File: src/rtl/axi_read_burst_ctrl_pkg.sv
// Shared definitions for the DDR FIFO AXI read/write burst controllers.
// Holds the burst geometry defaults, the clog2 helper, RRESP codes and FSM states.
package axi_read_burst_ctrl_pkg;

  function automatic int clog2(input int value);
    int r = 0;
    int v = value - 1;
    while (v > 0) begin
      r++;
      v = v >> 1;
    end
    return r;
  endfunction

  function automatic int burst_bytes(input int data_w, input int len);
    return len * data_w / 8;
  endfunction

  localparam int ADDR_WIDTH_DFLT      = 30;
  localparam int DATA_WIDTH_DFLT      = 128;
  localparam int BURST_LEN_DFLT       = 16;
  localparam int DDR_BURST_DEPTH_DFLT = 1024;
  localparam int BURST_BYTES_DFLT     =
    burst_bytes(DATA_WIDTH_DFLT, BURST_LEN_DFLT);

  localparam logic [1:0] RRESP_OKAY   = 2'b00;
  localparam logic [1:0] RRESP_SLVERR = 2'b10;
  localparam logic [1:0] RRESP_DECERR = 2'b11;

  typedef enum logic [1:0] {
    RD_IDLE,
    RD_ADDR,
    RD_DATA
  } rd_state_e;

endpackage

File: src/rtl/axi_burst_avail_counter.sv
// Up/down count of whole bursts held in the DDR ring, with full and
// sticky overflow flags. Ports: clk, rst (sync, high), inc, dec -> count, full, overflow.
module axi_burst_avail_counter
  import axi_read_burst_ctrl_pkg::*;
#(
  parameter int DEPTH = DDR_BURST_DEPTH_DFLT,
  localparam int CNT_W = clog2(DEPTH) + 1
) (
  input  logic             clk,
  input  logic             rst,
  input  logic             inc,
  input  logic             dec,
  output logic [CNT_W-1:0] count,
  output logic             full,
  output logic             overflow
);

  localparam logic [CNT_W-1:0] FULL_VAL = CNT_W'(DEPTH);

  logic [CNT_W-1:0] cnt_q, cnt_d;
  logic             ovf_q, ovf_d;

  assign full     = (cnt_q == FULL_VAL);
  assign count    = cnt_q;
  assign overflow = ovf_q;

  // dec is only raised by a claim, which needs count > 0,
  // so the down path cannot wrap.
  always_comb begin
    cnt_d = cnt_q;
    ovf_d = ovf_q;
    unique case ({inc, dec})
      2'b10: begin
        if (full) ovf_d = 1'b1;
        else      cnt_d = cnt_q + CNT_W'(1);
      end
      2'b01:   cnt_d = cnt_q - CNT_W'(1);
      default: ;
    endcase
  end

  always_ff @(posedge clk) begin
    if (rst) begin
      cnt_q <= '0;
      ovf_q <= 1'b0;
    end else begin
      cnt_q <= cnt_d;
      ovf_q <= ovf_d;
    end
  end

endmodule

File: src/rtl/axi_read_burst_ctrl.sv
// AXI4 read master draining the DDR burst ring into the output FIFO, one
// burst outstanding at a time. Ports: write-side handshake (wr_burst_done,
// ddr_full/overflow, ddr_bursts_avail), AR/R channels, rd_data/_valid to the
// FIFO, read_resp_error. Optional macro READ_ERR_CHK_EN enables RRESP/RLAST
// checking; without it read_resp_error is tied 0.
module axi_read_burst_ctrl
  import axi_read_burst_ctrl_pkg::*;
#(
  parameter int C_M_AXI_ADDR_WIDTH = ADDR_WIDTH_DFLT,
  parameter int C_M_AXI_DATA_WIDTH = DATA_WIDTH_DFLT,
  parameter int C_M_AXI_BURST_LEN  = BURST_LEN_DFLT,
  parameter int DDR_BURST_DEPTH    = DDR_BURST_DEPTH_DFLT,
  localparam int AVAIL_W = clog2(DDR_BURST_DEPTH) + 1
) (
  input  logic                          M_AXI_ACLK,
  input  logic                          M_AXI_ARESET,
  input  logic                          wr_burst_done,
  input  logic                          fifo_room_for_burst,
  output logic [AVAIL_W-1:0]            ddr_bursts_avail,
  output logic                          ddr_full,
  output logic                          ddr_overflow,
  input  logic                          M_AXI_ARREADY,
  output logic                          axi_arvalid,
  output logic [C_M_AXI_ADDR_WIDTH-1:0] axi_araddr,
  input  logic                          M_AXI_RVALID,
  input  logic [C_M_AXI_DATA_WIDTH-1:0] M_AXI_RDATA,
  input  logic                          M_AXI_RLAST,
  input  logic [1:0]                    M_AXI_RRESP,
  output logic                          axi_rready,
  output logic [C_M_AXI_DATA_WIDTH-1:0] rd_data,
  output logic                          rd_data_valid,
  output logic                          read_resp_error
);

  localparam int IDX_W  = clog2(DDR_BURST_DEPTH);
  localparam int BEAT_W = clog2(C_M_AXI_BURST_LEN) + 1;
  localparam int AW     = C_M_AXI_ADDR_WIDTH;
  localparam logic [AW-1:0] BURST_BYTES_A =
    AW'(burst_bytes(C_M_AXI_DATA_WIDTH, C_M_AXI_BURST_LEN));

  rd_state_e                    state_q, state_d;
  logic [IDX_W-1:0]             idx_q, idx_d;
  logic [BEAT_W-1:0]            beat_q, beat_d;
  logic                         arvalid_q, arvalid_d;
  logic [AW-1:0]                araddr_q, araddr_d;
  logic [C_M_AXI_DATA_WIDTH-1:0] rdata_q, rdata_d;
  logic                         rvalid_q, rvalid_d;

  logic claim, ar_fire, r_fire;

  assign claim   = (state_q == RD_IDLE) &&
                   (ddr_bursts_avail != '0) && fifo_room_for_burst;
  assign ar_fire = arvalid_q && M_AXI_ARREADY;
  assign r_fire  = M_AXI_RVALID && axi_rready;

  assign axi_rready    = (state_q == RD_DATA);
  assign axi_arvalid   = arvalid_q;
  assign axi_araddr    = araddr_q;
  assign rd_data       = rdata_q;
  assign rd_data_valid = rvalid_q;

  axi_burst_avail_counter #(
    .DEPTH(DDR_BURST_DEPTH)
  ) u_avail (
    .clk      (M_AXI_ACLK),
    .rst      (M_AXI_ARESET),
    .inc      (wr_burst_done),
    .dec      (claim),
    .count    (ddr_bursts_avail),
    .full     (ddr_full),
    .overflow (ddr_overflow)
  );

  // Room in the output FIFO is reserved at claim time, so the
  // R beats are forwarded without any backpressure.
  always_comb begin
    state_d   = state_q;
    idx_d     = idx_q;
    beat_d    = beat_q;
    arvalid_d = arvalid_q;
    araddr_d  = araddr_q;
    rdata_d   = rdata_q;
    rvalid_d  = 1'b0;
    unique case (1'b1)
      (state_q == RD_IDLE): begin
        if (claim) begin
          state_d   = RD_ADDR;
          arvalid_d = 1'b1;
          araddr_d  = AW'(idx_q) * BURST_BYTES_A;
        end
      end
      (state_q == RD_ADDR): begin
        if (ar_fire) begin
          state_d   = RD_DATA;
          arvalid_d = 1'b0;
          idx_d     = idx_q + IDX_W'(1);
        end
      end
      (state_q == RD_DATA): begin
        if (r_fire) begin
          rvalid_d = 1'b1;
          rdata_d  = M_AXI_RDATA;
          if (M_AXI_RLAST) begin
            beat_d  = '0;
            state_d = RD_IDLE;
          end else begin
            beat_d = beat_q + BEAT_W'(1);
          end
        end
      end
      default: state_d = RD_IDLE;
    endcase
  end

  always_ff @(posedge M_AXI_ACLK) begin
    if (M_AXI_ARESET) begin
      state_q   <= RD_IDLE;
      idx_q     <= '0;
      beat_q    <= '0;
      arvalid_q <= 1'b0;
      araddr_q  <= '0;
      rdata_q   <= '0;
      rvalid_q  <= 1'b0;
    end else begin
      state_q   <= state_d;
      idx_q     <= idx_d;
      beat_q    <= beat_d;
      arvalid_q <= arvalid_d;
      araddr_q  <= araddr_d;
      rdata_q   <= rdata_d;
      rvalid_q  <= rvalid_d;
    end
  end

`ifdef READ_ERR_CHK_EN
  localparam logic [BEAT_W-1:0] LAST_BEAT = BEAT_W'(C_M_AXI_BURST_LEN - 1);

  logic err_q, err_d;
  logic unused_rresp0;

  assign unused_rresp0   = M_AXI_RRESP[0];
  assign read_resp_error = err_q;

  // RLAST must coincide exactly with the final expected beat;
  // either mismatch direction flags a length error.
  always_comb begin
    err_d = err_q;
    if (r_fire) begin
      if (M_AXI_RRESP[1]) err_d = 1'b1;
      if (M_AXI_RLAST != (beat_q == LAST_BEAT)) err_d = 1'b1;
    end
  end

  always_ff @(posedge M_AXI_ACLK) begin
    if (M_AXI_ARESET) err_q <= 1'b0;
    else              err_q <= err_d;
  end
`else
  logic unused_rresp;

  assign unused_rresp    = ^M_AXI_RRESP;
  assign read_resp_error = 1'b0;
`endif

endmodule

File: config.mk
export PLATFORM = sky130hd
export DESIGN_NAME = axi_read_burst_ctrl
export DESIGN_NICKNAME = d
export VERILOG_FILES = /design/src/rtl/axi_read_burst_ctrl_pkg.sv /design/src/rtl/axi_burst_avail_counter.sv /design/src/rtl/axi_read_burst_ctrl.sv
export SDC_FILE = /design/constraint.sdc
export NUM_CORES = 1
export LEC_CHECK = 0
export ABC_AREA = 1
export ABC_CLOCK_PERIOD_IN_PS = 2580
export BUFFER_PORTS_ARGS = -buffer_cell sky130_fd_sc_hd__buf_4
export CELL_PAD_IN_SITES_DETAIL_PLACEMENT = 1
export CELL_PAD_IN_SITES_GLOBAL_PLACEMENT = 2
export CORE_ASPECT_RATIO = 0.6
export CORE_UTILIZATION = 22
export CTS_CLUSTER_SIZE = 14
export DETAILED_ROUTE_END_ITERATION = 7
export HOLD_SLACK_MARGIN = 0.08
export MAX_ROUTING_LAYER = met4
export PLACE_DENSITY_LB_ADDON = 0.1
export SLEW_MARGIN = 30
export SYNTH_ARGS = -nofsm -noshare
export SYNTH_HDL_FRONTEND = slang
export SYNTH_SLANG_ARGS = --single-unit
File: constraint.sdc
create_clock -name M_AXI_ACLK -period 2.58 [get_ports M_AXI_ACLK]
set_clock_uncertainty 0.1 [all_clocks]
set_input_delay 0.516 -clock M_AXI_ACLK [delete_from_list [all_inputs] [get_ports M_AXI_ACLK]]
set_output_delay 0.516 -clock M_AXI_ACLK [all_outputs]
set_load 0.02 [all_outputs]
## Word-level counts from Yosys, hierarchy flattened

Cells that the tools add are included.
Widths: inputs -> output; s select.

- $add $sub $neg: 3
- Reductions and logical operators: 16
- Equal/unequal tests: 10
- Bitwise gates (word level): 1
- Muxes and demuxes: 11

Operators with widths:

| cell | number |
|---|---|
| $pmux 11 s2 | 1 |
| $add 11x1->11 const B | 1 |
| $eq 11x11->1 const B | 1 |
| $mux 11 | 1 |
| $reduce_bool 11->1 | 1 |
| $sub 11x1->11 const B | 1 |
| $add 10x1->10 const B | 1 |
| $reduce_and 2->1 | 5 |
| $mux 2 | 4 |
| $ne 2x2->1 const B | 3 |
| $pmux 2 s3 | 1 |
| $eq 2x1->1 const B | 2 |
| $eq 2x2->1 const B | 2 |
| $logic_and 1x1->1 | 4 |
| $ne 2x1->1 const B | 2 |
| $reduce_and 4->1 | 1 |
| $reduce_bool 2->1 | 2 |
| $mux 1 | 3 |
| $reduce_and 3->1 | 1 |
| $logic_not 2->1 | 1 |
| $pmux 1 s2 | 1 |
| $reduce_or 2->1 | 1 |
| $not 1->1 | 1 |

- Logic and storage cells: 49
- Register bits: 164
- Input bits: 137

## Longest topological paths before layout

Gate-level depths: netlist of the first run.

- Word-level depth: 6
- Depth in mapped cells: 17
- Depth with buffers taken out: 17

## Modules after synthesis

From an unflattened synthesis of the first run, not the netlist that was laid out.

- Cell total of the unflattened synthesis: 935
- Area total of the unflattened synthesis: 6862.8 µm²

By module, submodules not included:

| module | cells each | times used | area each (µm²) | seq. area each (µm²) |
|---|---|---|---|---|
| axi_read_burst_ctrl | 752 | 1 | 5855.6 | 3042.9 |
| axi_burst_avail_counter | 183 | 1 | 1007.2 | 240.2 |

## Worst setup path before layout of the first run

Ideal clock, no wire load.

- Kind: input to register
- From: in fifo_room_for_burst
- To: reg u_avail.cnt_q[10] (netlist: u_avail.count[10])
- Library setup time: 0.115 ns
- Path slack: 0.086 ns
- Cell stages on the path: 11
- Buffers on the path: 0
- Arrival time: 2.279 ns
- Cells stage by stage: nor3b_1 > nand3_1 > inv_1 > ha_1 > or2_2 > nand3b_1 > nand2_1 > nand2_1 > nand3_1 > a21oi_1 > nor2_1

- Cells in the longest elaborated chain, start to end: 4
- Elaborated cells between the ends (all ways): 7
- Those cells by class: eq/ne (3); mux (1); reduce/logical (3)

RTL lines:

| what | RTL line | RTL |
|---|---|---|
| start: declaration | axi_read_burst_ctrl.sv:18 | `input logic fifo_room_for_burst,` |
| $logic_and 1x1->1 (*) | axi_read_burst_ctrl.sv:52 | `(ddr_bursts_avail != '0) && fifo_room_for_burst;` |
| $eq 2x2->1 or $eq 2x1->1 (tied branches) | axi_burst_avail_counter.sv:32 | `unique case ({inc, dec})` |
| $ne 2x2->1 (no source line) or $reduce_bool 2->1 (tied branches) | -- |  |
| $reduce_and 2->1 (no source line) | -- |  |
| end signal: assignment | axi_burst_avail_counter.sv:47 | `cnt_q <= cnt_d;` |
| end: declaration | axi_burst_avail_counter.sv:20 | `logic [CNT_W-1:0] cnt_q, cnt_d;` |

Every way passes the cells marked *; elsewhere a longest branch is shown, timed or not.
A chain may end at the register's enable or synchronous reset.

## Worst setup path after layout of the first run

- From: reg u_avail.cnt_q[1] (netlist: u_avail.count[1])
- To: reg u_avail.cnt_q[10] (netlist: u_avail.count[10])

- Cells in the longest elaborated chain, start to end: 6
- Elaborated cells between the ends (all ways): 13
- Those cells by class: add/sub (2); eq/ne (4); mux (2); reduce/logical (5)

RTL lines:

| what |
|---|
| branches (longest 6 deep; another with $add 11x1->11) |

Parallel ways; which one is timed is not known. The select of a mux whose other input is x is not followed.

==> reports/qor.txt, run 1 <==
Status = finished, final reports clean
CTS tree = built
Worst Path Arrival = 2.68 ns
FILL cells = 3505
Detail Route Antenna Nets = 0
Kind of end point of the critical path = register
Max-Cap Viols = 0
CP Launch Type = register
Comb pwr share = 19.9%
DRC viols = 0
Die W = 226 um
Pin count of the biggest net entering global routing = 130
Pwr dens = 663 nW/um2
Area fraction of the dominant cell type after synthesis = 49.6%
Die ar. = 30800 um2
Final min period = 2.45 ns
Top Layer Used = met4
Initial antenna violation count = 2
Gr usage total = 17.3%
Cell repeated most along the worst path = nand2_2
Clk sinks = 164
Die height = 136 um
RD Place Congestion = 0.746
Layout cell share with drive strength beyond 1 = 33.7%
Sequential share of the synthesized area = 49.6%
# placed instances = 1515
Routed WL = 26300 um
WL met3 = 1930 um
Post-layout util = 34.2%
Leak = 4.20 nW
Crit-path slowest cell = dfxtp_1
Critical path class = register to register
Non-Filler Cell Area, Final = 9990 um2
First-pass GRT wire length = 39100 um
Power Total = 6.62 mW
WL/cell = 17.0 um
Mapped cell area = 6620 um2
FP Rows = 48
Max Slew Vio Count = 0
Vias in the first global route = 6685
Placed Area = 9290 um2
Hold Crit Class = primary input to register
Crit-path max FO = 10
Primary FF master, synth = dfxtp_1
Reg2Reg Setup Slack = 0.13 ns
Worst R2R Start = u_avail.count[1]
Starting DRT DRC Count = 231
Int Pwr = 4.69 mW
Switching Fraction = 29.2%
Metal2 WL = 11100 um
Rel. slew slack = 56.6%
RSZ-0062 raised after global routing = yes
Share of power burned in registers = 40.4%
FF-to-FF End = u_avail.count[10]
Synth-to-layout area growth = 50.8%
Worst hold stages = 3
Final nets = 1282
R2R cell count = 17
Cell taking the most area after synthesis = dfxtp_1
Final Non-Filler Cells = 1549
Port Buffers = 288
Root Buffer = clkbuf_16
PnR worst setup slack = 0.129 ns
I/O Pins = 312
Cts-stage hold buffer count = 0
EDFF count, synth = 0
Net Switching = 1.93 mW
Clk buf depth = 2
Fmax = 408 MHz
Core footprint = 29200 um2
Clk slew on worst S/H paths = 0.07 ns
Grt ovf = 0
Via count = 6723
Worst-Skew Late Latency = 0.44 ns
Pre-CTS WS = -0.0782 ns
Number of distinct library cells after synthesis = 33
Top-count cell post-synth = nand2_1
Vias per inst = 4.34
Ys Warns = 0
Final hold vios = 0
CP max stage delay = 0.33 ns
Async S/R FF share, synth = 0%
Synthesized instance count = 851
H-tree Lvls = 4
Syn_area_per_cell = 7.78 um2
Register bit total from synthesis = 164
Min-Delay Endpoint = rd_data[52]
Sequential Area = 3280 um2
Synth cell count leaders = 170 x nand2_1, 164 x dfxtp_1, 150 x a21oi_1
Multi-input logic area = 2990 um2
Least-Margin Pin Slew = 0.651 ns
HP Start = M_AXI_RDATA[52]
Clock buffer count from CTS = 17
Post-DP HPWL = 18100 um
Starting Density = 22.7%
Max VDD drop = 0.365 mV
Met1 Routed Length = 13000 um
Pre-antenna DRT Iters = 6
WP data required = 2.81 ns
Clock power share = 39.7%
Top cells by area, synth = dfxtp_1 50%, a21oi_1 11%, nand3_1 11%, nand2_1 9.6%, buf_4 3.6%
Final Setup Violations = 0
Crit path cell chain = nor2_1, nand2_1, nor2_4, nand2_2, nand3_1, inv_1, buf_12, ha_1, or2_4, nand3b_1, nand2_2, nand2_2, nand2_1, nand2_2, nand3_1, nand2_1, nor2_1
Period utilisation layout = 95.0%
cell usage in the layout, fill, tap and decap left out, types with 2 or more instances in the layout:
cell / synthesis / final
nor2_1: 50 / 49
nor3_1: 3 / 3
bufinv_16: 0 / 2
o21ai_1: 1 / 3
clkbuf_8: 0 / 2
clkbuf_16: 0 / 17
a21o_1: 2 / 2
a21oi_2: 0 / 2
clkbuf_1: 38 / 3
dfxtp_1: 164 / 164
ha_4: 0 / 4
nor2_2: 3 / 2
conb_1: 1 / 21
nor2_4: 1 / 3
diode_2: 0 / 2
clkinv_4: 0 / 4
nand4_1: 2 / 2
nand2_2: 2 / 8
nand2_1: 170 / 163
nor3b_1: 2 / 2
xor2_1: 6 / 5
inv_2: 3 / 3
buf_12: 0 / 6
a21oi_1: 150 / 148
inv_1: 22 / 22
buf_4: 32 / 321
clkinvlp_4: 0 / 2
o21ai_0: 26 / 24
ha_1: 10 / 6
nand3_1: 139 / 138
nand3_2: 2 / 3
repair_timing:
item,4_1_cts,5_1_grt
setup buffers,0,0
endpoints found under the setup margin,2,6
resized for setup,1,22
pin swaps,0,7
critical path, delay by kind of cell, from the launching register on:
family | cells | cell delay, ns
and+or+nand+nor | 14 | 1.38
DFF | 1 | 0.33
adders and majority gates | 1 | 0.30
buffers and inverters | 2 | 0.22
per-stage QoR:
step                hold slack (ns)  TNS (ns)
finish                        0.251         0
global route                  0.225   -0.0489
CTS                           0.217         0
detailed placement            0.354    -0.211
global placement              0.350   -0.0855
floorplan                     0.343         0
cell type report:
type | instances | area share, %
sequential | 164 | 32.9
multi-input combinational | 599 | 29.9
timing repair buffer | 327 | 25.3
tap | 400 | 5.01
clock buffer | 22 | 4.65
clock inverter | 10 | 1.24
inverter | 25 | 0.940
antenna | 2 | 0.0501
cell families (layout without fill, tap and decap cells):
group | count (synthesis) | after routing | synth area share (%)
flip-flops | 164 | 164 | 49.6
AO/OA/AOI/OAI | 182 | 182 | 13.9
buffers and inverters | 108 | 384 | 8.20
adder cells (fa/ha/maj) | 11 | 11 | 2.19
AND/OR/NAND/NOR | 378 | 378 | 25.1
XOR/XNOR | 7 | 7 | 0.926
other | 1 | 23 | 0.0566
metal layers:
layer / global-route usage [%] / vias up
met5: - / -
met4: 4.72 / 0
met3: 6.38 / 17
met2: 24.2 / 160
met1: 23.1 / 3173
li1: - / 3373
power by group through the flow:
stage               clock network [mW]  registers, mW  logic (mW)
CTS                               2.74           2.68        1.26
detailed placement                   0           2.73        1.26
global route                      2.84           2.69        1.45
global placement                     0           2.73        1.25
finish                            2.63           2.68        1.32
floorplan                            0           2.85       0.518
state kept, by name (all words and copies together), names as in the netlist:
register,count
axi_araddr,10
rd_data,128
rd_data_valid,1
u_avail.count,11
axi_arvalid,1
state_q,2
u_avail.overflow,1
idx_q,10
worst max-delay path by stage:
stage / startpoint / to / slack [ns] / cells after the start
floorplan: fifo_room_for_burst / u_avail.count[10] / 0.09 / 11
global placement: fifo_room_for_burst / u_avail.count[10] / -0.05 / 13
detailed placement: fifo_room_for_burst / u_avail.count[10] / -0.08 / 15
CTS: u_avail.count[6] / u_avail.count[10] / 0.008 / 17
global route: u_avail.count[1] / u_avail.count[10] / -0.03 / 17
finish: u_avail.count[1] / u_avail.count[10] / 0.13 / 17
No activity file was read; power rests on OpenSTA's default activity.
==> inputs of run 2 (changes only) <==
Settings changed: SYNTH_HIERARCHICAL from default to 1.
==> run 2 against run 1 <==
- cell count is 5.6% higher
- routed wire length is 5.7% higher
- global-route usage rose by 0.54 points
- register-to-register slack gained 0.13 ns
- utilization fell by 0.39 points
- combinational power is 9.8% higher
- sequential power about the same
- synthesized area increased by 3.6%
- die area up 3.6%
- count of clock-buffer cells in the layout shrank 4
- sequential share of layout area decreased by 0.79 points
- clock power is 16% higher
- highest routed layer unchanged
==> reports/qor.txt, run 2 <==
Crit-path slowest cell = dfxtp_1
Core footprint = 30300 um2
WP data required = 2.82 ns
CTS tree = built
RD Place Congestion = 0.796
Layout cell share with drive strength beyond 1 = 31.6%
Min-Delay Endpoint = u_avail/overflow
Worst R2R Start = u_avail/count[4]
Synthesized instance count = 935
Final hold vios = 0
# placed instances = 1600
Final Hold Slack = 0.233 ns
Clk buf depth = 2
Root Buffer = clkbuf_16
Max reg flops = 128
Critical path class = register to register
Area fraction of the dominant cell type after synthesis = 47.8%
Reg2Reg Setup Slack = 0.26 ns
Primary FF master, synth = dfxtp_1
Least-Margin Pin Slew = 0.681 ns
Period utilisation layout = 89.8%
Worst Path Arrival = 2.55 ns
Crit. Startpoint = u_avail/count[4]
Sequential share of the synthesized area = 47.8%
Async S/R FF share, synth = 0%
Via count = 7141
HP Start = M_AXI_ARESET
Cell taking the most area after synthesis = dfxtp_1
Fmax = 432 MHz
WL/cell = 17.0 um
Top-count cell post-synth = nand2_1
Pre-CTS WS = 0.0403 ns
Rel. slew slack = 54.6%
Vias in the first global route = 7126
Commonest non-fill, non-tap cell in the layout = buf_4
Starting DRT DRC Count = 271
Clk sinks = 164
Routed WL = 27800 um
Placed Area = 9490 um2
Pre-antenna DRT Iters = 4
Starting Density = 22.7%
Clk slew on worst S/H paths = 0.07 ns
CP max stage delay = 0.32 ns
PnR worst setup slack = 0.263 ns
Cts-stage hold buffer count = 0
I/O Pins = 312
Final min period = 2.32 ns
Die ar. = 31900 um2
Max-Cap Viols = 0
Detail Route Antenna Nets = 0
Synth-to-layout area growth = 49.2%
Cell repeated most along the worst path = nand2_2
Port Buffers = 288
EDFF count, synth = 0
Max VDD drop = 0.392 mV
Initial antenna violation count = 3
R2R cell count = 19
Kind of end point of the critical path = register
FP Rows = 49
Power Total = 7.21 mW
Final nets = 1351
Buffers & Inverters on Critical Path = 4
Final Setup Violations = 0
DRC viols = 0
Final Non-Filler Cells = 1635
Max Slew Vio Count = 0
CP Launch Type = register
Status = finished, final reports clean
Commonest cells after routing, fill and taps aside = 318 x buf_4, 227 x nand2_1, 162 x nand3_1
Worst hold stages = 2
Synth cell count leaders = 234 x nand2_1, 166 x nand3_1, 164 x dfxtp_1
H-tree Lvls = 4
FF-to-FF End = u_avail/count[4]
Grt ovf = 0
Ys Warns = 6
Final setup TNS = 0 ns
Crit-path max FO = 4
First-pass GRT wire length = 42500 um
Die height = 139 um
Worst-Skew Late Latency = 0.44 ns
Pwr dens = 704 nW/um2
Crit path cell chain = nor2_2, nand2_2, nor2_2, nand3_2, nand2_2, inv_2, inv_2, nor2_4, nand2_1, nand2_1, inv_1, ha_1, inv_1, nand2_2, nand3_1, nand2_2, o21ai_0, a21oi_1, nor2_1
FILL cells = 3730
Post-layout util = 33.8%
Mapped cell area = 6860 um2
Syn_area_per_cell = 7.34 um2
Hold Crit Class = primary input to register
Top cells by area, synth = dfxtp_1 48%, nand2_1 13%, nand3_1 12%, a21oi_1 11%, buf_4 2.8%
Leak = 4.35 nW
Pin count of the biggest net entering global routing = 130
Register bit total from synthesis = 164
Vias per inst = 4.37
Number of distinct library cells after synthesis = 29
Multi-input logic area = 3070 um2
Sequential Area = 3290 um2
Gr usage total = 17.8%
Clock buffer count from CTS = 17
Post-DP HPWL = 19600 um
Non-Filler Cell Area, Final = 10200 um2
Die W = 230 um
Cell family with most CP delay = simple AND/OR/NAND/NOR gates
-- run 2: logic make-up after synthesis --
| logic type | Yosys count | synth area share, % |
|---|---|---|
| buffers and inverters | 131 | 9.35 |
| other | 1 | 0.0546 |
| AOI/OAI and AO/OA | 179 | 13.2 |
| and+or+nand+nor | 456 | 28.9 |
| adders and majority gates | 2 | 0.365 |
| xor gates and xnor gates | 2 | 0.255 |
| DFF | 164 | 47.8 |
-- run 2: final cells by class --
class	instances	area share (%)
diodes	3	0.0733
inverters	45	1.65
clock inverters	13	2.48
repair buffers	324	24.5
clock buffers	18	4.29
well taps	408	4.98
flip-flops and latches	164	32.1
multi-input cells	660	30.0
-- run 2: routing by layer --
metal | track usage [%] | up-vias | part of all wire, % | wire length, um
met2 | 24.9 | 154 | 42 | 11800
met5 | - | - | 0 | 0
met4 | 5.58 | 0 | 1.3 | 350
met3 | 5.41 | 20 | 5.7 | 1580
met1 | 24.3 | 3352 | 51 | 14100
li1 | - | 3615 | - | -
-- run 2: timing repair --
item,in CTS,in global routing
setup buffers,0,1
resized for setup,0,16
setup endpoints to repair,0,11
-- run 2: how the worst max path moves through the flow --
stage / slack (ns) / depth (start not counted) / to
after floorplan: 0.04 / 21 / u_avail/count[8]
after global placement: 0.06 / 17 / u_avail/count[8]
after detailed placement: 0.04 / 17 / u_avail/count[8]
after CTS: 0.02 / 18 / u_avail/count[8]
after global routing: -0.0005 / 17 / u_avail/count[10]
final: 0.26 / 19 / u_avail/count[4]
-- run 2: power by group --
part	internal, mW	switching [mW]	total [mW]
Combinational	0.579	0.873	1.45
Sequential	2.63	0.0609	2.69
Clock	1.94	1.12	3.06
